===== config.mk =====
export PLATFORM = sky130hd
export DESIGN_NAME = poly_small_collect
export DESIGN_NICKNAME = d
export VERILOG_FILES = /design/src/rtl/poly_small_collect.sv
export SDC_FILE = /design/constraint.sdc
export NUM_CORES = 1
export LEC_CHECK = 0
export ABC_AREA = 0
export BUFFER_PORTS_ARGS = -buffer_cell sky130_fd_sc_hd__buf_2
export CORE_MARGIN = 1
export CORE_UTILIZATION = 58
export CTS_CLUSTER_DIAMETER = 200
export DETAILED_ROUTE_END_ITERATION = 10
export PLACE_DENSITY_LB_ADDON = 0.1
export SKIP_CTS_REPAIR_TIMING = 1
export SLEW_MARGIN = 5
export SYNTH_ARGS = -nofsm -noshare
export SYNTH_HDL_FRONTEND = slang
export SYNTH_SLANG_ARGS = --single-unit

===== constraint.sdc =====
create_clock -name clk -period 3.25 [get_ports clk]
set_input_delay 0.4875 -clock clk [delete_from_list [all_inputs] [get_ports clk]]
set_output_delay 0.4875 -clock clk [all_outputs]
set_load 0.1 [all_outputs]

===== src/rtl/poly_small_collect.sv =====
// Small-polynomial collector: filters signed Gaussian samples to |s|<=127, forces odd
// coefficient-sum parity on the last slot, writes int8 coefficients and tracks norm/rejects.
module poly_small_collect #(
  parameter int LOGN = 9
) (
  input  logic            clk,
  input  logic            rst_n,
  input  logic            start,
  output logic            busy,
  output logic            sample_req,
  input  logic            val_valid,
  input  logic [31:0]     val,
  output logic            coef_we,
  output logic [LOGN-1:0] coef_addr,
  output logic [7:0]      coef_data,
  output logic            done,
  output logic [31:0]     sqnorm,
  output logic [15:0]     rej_cnt,
  output logic [1:0]      state_dbg
);

  // Handshake: val_valid is a one-cycle strobe with no backpressure; a sample is
  // consumed only on a clock edge where the FSM is in RUN and val_valid is high.

  typedef enum logic [1:0] {
    IDLE = 2'd0,
    RUN  = 2'd1,
    DONE = 2'd2
  } state_t;

  localparam logic [LOGN-1:0] LAST_IDX = '1;

  state_t            state, state_nx;
  logic [LOGN-1:0]   u;
  logic              mod2;
  logic              in_range;
  logic              is_last;
  logic              accept;
  logic              reject;
  logic signed [7:0] s8;
  logic [15:0]       sq;

  assign s8       = val[7:0];
  assign sq       = 16'(s8 * s8);
  assign in_range = ($signed(val) >= -32'sd127) && ($signed(val) <= 32'sd127);
  assign is_last  = (u == LAST_IDX);

  // The final slot additionally needs the running coefficient sum to end up odd.
  assign accept = (state == RUN) && val_valid && in_range && (!is_last || (mod2 ^ val[0]));
  assign reject = (state == RUN) && val_valid && !accept;

  always_ff @(posedge clk or negedge rst_n) begin
    if (!rst_n) state <= IDLE;
    else        state <= state_nx;
  end

  always_comb begin
    state_nx = state;
    case (state)
      IDLE:    if (start) state_nx = RUN;
      RUN:     if (accept && is_last) state_nx = DONE;
      DONE:    state_nx = IDLE;
      default: state_nx = IDLE;
    endcase
  end

  always_ff @(posedge clk or negedge rst_n) begin
    if (!rst_n) begin
      u         <= '0;
      mod2      <= 1'b0;
      coef_we   <= 1'b0;
      coef_addr <= '0;
      coef_data <= '0;
      sqnorm    <= '0;
      rej_cnt   <= '0;
    end else begin
      coef_we <= accept;
      if (state == IDLE && start) begin
        u       <= '0;
        mod2    <= 1'b0;
        sqnorm  <= '0;
        rej_cnt <= '0;
      end
      if (accept) begin
        coef_addr <= u;
        coef_data <= val[7:0];
        sqnorm    <= sqnorm + {16'd0, sq};
        u         <= u + 1'b1;
        mod2      <= mod2 ^ val[0];
      end
      if (reject && rej_cnt != 16'hFFFF) rej_cnt <= rej_cnt + 16'd1;
    end
  end

  assign busy       = (state != IDLE);
  assign sample_req = (state == RUN);
  assign done       = (state == DONE);
  assign state_dbg  = state;

endmodule


==> results of run 1 <==
==> per-layer routing <==
metal / GRT usage (%) / wire length, um
met5: 0 / 0
met4: 10.4 / 564
met3: 4.96 / 1140
met2: 54.0 / 10500
met1: 39.9 / 8040
==> power by group <==
| group | leakage [nW] | total (W) | switching, W | internal (W) |
|---|---|---|---|---|
| clock network | 0.133 | 0.00103 | 0.000433 | 0.000594 |
| registers | 1.08 | 0.00100 | 0.0000185 | 0.000986 |
| logic | 3.42 | 0.00562 | 0.00291 | 0.00271 |
| total | 4.63 | 0.00765 | 0.00336 | 0.00429 |
==> cell usage in the layout, fill, tap and decap left out, drive strengths merged, types with 4 or more instances in the layout <==
cell type / Yosys / final
mux2i: 11 / 11
and2: 15 / 15
nand4: 12 / 12
o31ai: 7 / 7
nor4: 9 / 9
nand3: 40 / 40
xor2: 13 / 13
a21o: 14 / 14
o211ai: 9 / 9
nand2: 112 / 112
ha: 52 / 52
clkbuf: 22 / 12
nor2: 30 / 30
fa: 42 / 42
a31oi: 4 / 5
inv: 76 / 77
and3: 21 / 21
xnor2: 25 / 25
o21ai: 60 / 60
nand2b: 4 / 4
buf: 5 / 215
dfrtp: 78 / 78
nor3: 24 / 24
a21oi: 24 / 24
==> critical path: cells and delay by family <==
| family | cells | cell delay, ps |
|---|---|---|
| compound gates | 5 | 820 |
| xor+xnor | 1 | 190 |
| fa+ha+maj | 6 | 2700 |
| buf+inv | 8 | 650 |
| mux | 1 | 220 |
| simple gates | 3 | 530 |
==> worst max-delay path by stage <==
stage,startpoint,to,cells past startpoint
finish,val[7],sqnorm[30]$_DFFE_PN0P_,24
global route,val[4],sqnorm[29]$_DFFE_PN0P_,25
CTS,val[7],sqnorm[31]$_DFFE_PN0P_,20
detailed placement,val[7],sqnorm[31]$_DFFE_PN0P_,20
global placement,val[7],sqnorm[31]$_DFFE_PN0P_,20
floorplan,val[0],sqnorm[31]$_DFFE_PN0P_,20
==> state kept, by name (all words and copies together) (netlist names) <==
name       flops
state_dbg      2
sqnorm        32
coef_addr      9
u              9
rej_cnt       16
coef_data      8
coef_we        1
mod2           1
==> per-stage QoR <==
step                util (%)  total power [W]
floorplan                  -          0.00384
global placement        75.3          0.00485
detailed placement      75.3          0.00498
CTS                     77.8          0.00609
global route            84.2          0.00803
finish                  84.2          0.00765
==> layout make-up <==
class	instances	area (um2)	share of cell area, %
inverter	77	294	3.18
clock inverter	3	46.3	0.500
sequential	78	1950	21.1
tap	140	175	1.89
clock buffer	12	236	2.56
timing repair buffer	215	1510	16.4
multi-input combinational	570	5030	54.4
==> kinds of logic (layout without fill, tap and decap cells) <==
| logic type | after synthesis | count (layout) | share of synthesized area (%) |
|---|---|---|---|
| simple gates | 285 | 285 | 21.3 |
| xor+xnor | 38 | 38 | 5.04 |
| fa+ha+maj | 94 | 94 | 22.6 |
| mux | 12 | 12 | 1.84 |
| compound gates | 140 | 141 | 13.6 |
| buf+inv | 104 | 307 | 6.07 |
| flops | 78 | 78 | 29.6 |
==> reports/metrics.cfg, run 1 <==
[floorplanning]
pin_count = 107
die_h_um = 109
coreArea_mm2 = 0.0110
die-area_mm2 = 0.0118
die_w_um = 109
rows = 38
initial_core_util_pct = 60.1

[cells_and_area]
nNetsFinal = 1081
diodes = 0
drive_above_1_share_pct = 37.9
area_delta_synth_final_pct = 40.2
final_cells = 1095
nFillCells = 602
design_area_mm2 = 0.00925

[drt]
avgViaCountPerCell = 5.98
drc_errors = 0
wl_um = 20300
antenna_left = 0
dr.pass1.iters = 7
num_vias = 6545
wire_per_inst_um = 18.5
drt_iter0_markers = 353

[timing]
whs_ps = 299
rsz0062_at_grt = yes
setup_viol = 27
max_slew_margin_pct = 15.6
tns_ps = -45740
clock_skew_ps = 15.3
worstMarginPinSlew_ps = 1260
finalCriticalPeriod_ps = 5330
hold_viol_final = 0
layout_setup_ws_ps = -2080
fmax_mhz = 188
drv_slew = 0
period_share_pct = 164

[clock_tree]
htree_levels = 3
cts_tree = built
cts_inserted_buffers = 9
clk_pin_slew_ps = 70
clock_path_buffers = 2
clock-sinks = 78
cts_root_buf = clkbuf_16
clk-insertion-delay-late_ps = 360

[worst_setup_path]
cp-start-kind = input port
crit_fanout = 7
cp_slowest_stage_delay_ps = 580
worstSetupPathType = input port to flip-flop
crit_top_cell = inv_2
r2r_slack_ps = 220
worstPathRequired_ps = 3520
worstPathArrival_ps = 5600
endpoint_kind = flip-flop
crit_chain = buf_12 -> buf_6 -> nand2_4 -> inv_2 -> fa_2 -> inv_2 -> fa_1 -> inv_2 -> fa_1 -> inv_1 -> fa_1 -> inv_2 -> ha_4 -> and3_4 -> a21oi_4 -> o21ai_2 -> o41a_1 -> xnor2_2 -> ha_1 -> a21o_1 -> a31oi_2 -> buf_6 -> nor4b_4 -> mux2i_1
slowest_stage = fa_2
r2r_cells = 10
r2r-start = u[0]$_DFFE_PN0P_
r2r-end = rej_cnt[4]$_DFFE_PN0P_

[yosys]
syn_inst = 751
synth_common_cells = 112 x nand2_1, 78 x dfrtp_1, 76 x inv_1
synth_top_area_share_pct = 29.6
synth_area_mm2 = 0.00660
synth.most_common_cell = nand2_1
asyncSetResetFlopFracSynth_pct = 100
yosys_warnings = 0
synth_area_leader_cell = dfrtp_1
yosysSeqAreaShare_pct = 29.6
ys_ff_latch = 78
synth_ff_type = dfrtp_1
synth-edff-count = 0
synth_fp_nets = 881
synth_cell_type_count = 62
synth_area_per_cell_um2 = 8.79
synth.area.top_cells = dfrtp_1 30%, fa_1 13%, ha_1 9.9%

[placed_design]
dp_hpwl_um = 13100
port_buffers = 106
place_inst = 1068
dpl_cell_area_mm2 = 0.00827
gp_congestion = 0.899
place_ws_ps = -2520

[global_route]
grt_max_degree = 79
track_usage_pct = 31.2
grt_pass1_vias = 6122
grt_pass1_wl_um = 28600
antenna_found_initial = 0
overflow = 0

[flow_run]
cap_violations = 0

[power]
leakage_nw = 4.63
p_per_area_mw_per_mm2 = 827
max-vdd-ir-drop_v = 0.00108

[worst_hold_path]
min_path_type = input port to asynchronous set/reset pin

[run_status]
status = finished with violations
violations = setup timing

Power figures use the tool's default switching activity.
==> run 2, diff against run 1 <==
CORE_ASPECT_RATIO = 0.8   (was not set)
clock period = 5.35 ns   (was 3.25 ns; I/O delays follow)
==> run 2 against run 1 <==
The flow still finishes with violations (setup timing). Non-clock buffer count fell by 27. Worst setup slack improved by 1900 ps. Clock-buffer cell count fell by 1. Combinational power fell by 44%. Die area barely moved. Design area fell by 3.7%. Flip-flop and latch count did not move. Register-to-register slack improved by 2000 ps.
==> reports/metrics.cfg, run 2 (synthesis gave the netlist of run 1 again) <==
[drt]
antenna_left = 0  ; unchanged
avgViaCountPerCell = 5.94  ; -0.66%
num_vias = 6371  ; -2.7%
drc_errors = 0  ; unchanged
drt_iter0_markers = 520  ; +47%
wire_per_inst_um = 18.0  ; -3.0%
dr.pass1.iters = 5  ; -2
wl_um = 19300  ; -5.0%

[worst_setup_path]
worstPathArrival_ps = 5840  ; +240 ps
worstSetupPathType = input port to flip-flop
crit_family = adder cells
endpoint_kind = flip-flop
cp_slowest_stage_delay_ps = 510  ; -70 ps
crit_fanout = 9  ; +2
cp-start-kind = input port
slowest_stage = fa_1
crit_buf_inv = 5  ; -3
worstPathRequired_ps = 5620  ; +2100 ps

[clock_tree]
clock_path_buffers = 2  ; unchanged
clock-sinks = 78  ; unchanged
cts_root_buf = clkbuf_16
clk_pin_slew_ps = 60  ; about the same
htree_levels = 3  ; unchanged
cts_tree = built
clk-insertion-delay-late_ps = 350  ; about the same
cts_inserted_buffers = 9  ; unchanged

[global_route]
grt_max_degree = 79  ; unchanged
grt_pass1_wl_um = 28600  ; -0.12%
antenna_found_initial = 0  ; unchanged
overflow = 0  ; unchanged
grt_pass1_vias = 6020  ; -1.7%
track_usage_pct = 30.9  ; -0.36 points

[cells_and_area]
area_delta_synth_final_pct = 35.0
largest-register = sqnorm
drive_above_1_share_pct = 33.3  ; -4.6 points
largest_reg_flops = 32  ; unchanged
diodes = 0  ; unchanged
largestRegisters = sqnorm x32, rej_cnt x16
final_cells = 1073  ; -2.0%
mostFrequentLayoutCell = nand2_1
layout_common_cells = 105 x nand2_1, 97 x buf_2, 78 x dfrtp_1
nNetsFinal = 1054  ; -2.5%
design_area_mm2 = 0.00891  ; -3.7%

[floorplanning]
coreArea_mm2 = 0.0110  ; about the same
die_h_um = 97.4  ; -10%
rows = 34  ; -11%
pin_count = 107  ; unchanged
die_w_um = 121  ; +12%
initial_core_util_pct = 60.1  ; about the same
die-area_mm2 = 0.0118  ; about the same

[placed_design]
dpl_cell_area_mm2 = 0.00799  ; -3.4%
place_ws_ps = -753  ; +1760 ps
gp_congestion = 0.879  ; -2.1%
dp_hpwl_um = 13300  ; +1.1%
port_buffers = 106  ; unchanged
place_inst = 1045  ; -2.2%

[timing]
period_share_pct = 104
clock_skew_ps = 6.40  ; -8.87 ps
worstMarginPinSlew_ps = 1160  ; -104 ps
fmax_mhz = 179
rsz0062_at_grt = yes
drv_slew = 0  ; unchanged
setup_viol = 16  ; -41%
layout_setup_ws_ps = -222  ; +1860 ps
finalCriticalPeriod_ps = 5570
hold_viol_final = 0  ; unchanged
max_slew_margin_pct = 22.5  ; +6.8 points

[power]
max-vdd-ir-drop_v = 0.000400  ; -63%
leakage_nw = 4.51  ; -2.6%
p_per_area_mw_per_mm2 = 504  ; -39%

[run_status]
status = finished with violations
violations = setup timing

[flow_run]
cap_violations = 0  ; unchanged

[worst_hold_path]
min_path_type = flip-flop to flip-flop

run 2: cell types whose count changed in the layout (fill, tap and decap cells not counted), sizes merged:
cell,change
clkinvlp,-1
clkinv,+1
clkbuf,-1
bufinv,+2
buf,-27
run 2: cell type report:
cell class,count,area [um2]
clock buffer,11,233
clock inverter,5,108
fill,681,2070
inverter,77,294
multi-input combinational,570,4860
sequential,78,1950
tap,144,180
timing repair buffer,188,1280
run 2: path summary, 6_finish.rpt:
kind,endpoint,slack [ps],from,cells past startpoint
setup / recovery,sqnorm[19]$_DFFE_PN0P_,-220,val[7],25
min in group asynchronous,sqnorm[21]$_DFFE_PN0P_,620,rst_n,1
setup reg to reg,rej_cnt[3]$_DFFE_PN0P_,2250,u[0]$_DFFE_PN0P_,10
hold / removal,coef_data[0]$_DFFE_PN0P_,460,coef_data[0]$_DFFE_PN0P_,2
hold reg to reg,coef_data[0]$_DFFE_PN0P_,460,coef_data[0]$_DFFE_PN0P_,2
max in group asynchronous,coef_data[3]$_DFFE_PN0P_,4070,rst_n,1
run 2: power by group:
group,switching (W),internal (W)
Combinational,0.00165,0.00150
Clock,0.000261,0.000458
Sequential,0.0000123,0.000599
Total,0.00193,0.00256
run 2: per-layer routing:
layer,GRT usage (%),wire length [um],part of all wire [%],vias to the layer above
li1,-,-,-,2936
met3,5.87,1060,5.5,40
met4,8.83,432,2.2,0
met2,50.3,9400,49,243
met5,0,0,0,-
met1,41.9,8370,43,3152
run 2: worst register-to-register path, stage by stage, from the launching register on:
cell     delay (ps)
dfrtp_1         420
ha_1            250
and3_1          230
and3_1          220
and3_1          190
ha_1            220
and2_1          190
o32ai_2         490
nor2_1          330
a21o_1          230
a22o_1          220
run 2: through the flow:
stage / TNS [ps] / power, W / hold slack, ps / util, %
6_report: -1940 / 0.00449 / 464 / 81.2
5_1_grt: -4740 / 0.00472 / 501 / 81.2
4_1_cts: -5950 / 0.00368 / 467 / 75.9
3_5_place_dp: -12600 / 0.00292 / 453 / 72.8
3_3_place_gp: -9660 / 0.00283 / 446 / 72.8
2_1_floorplan: -3120 / 0.00220 / 471 / -
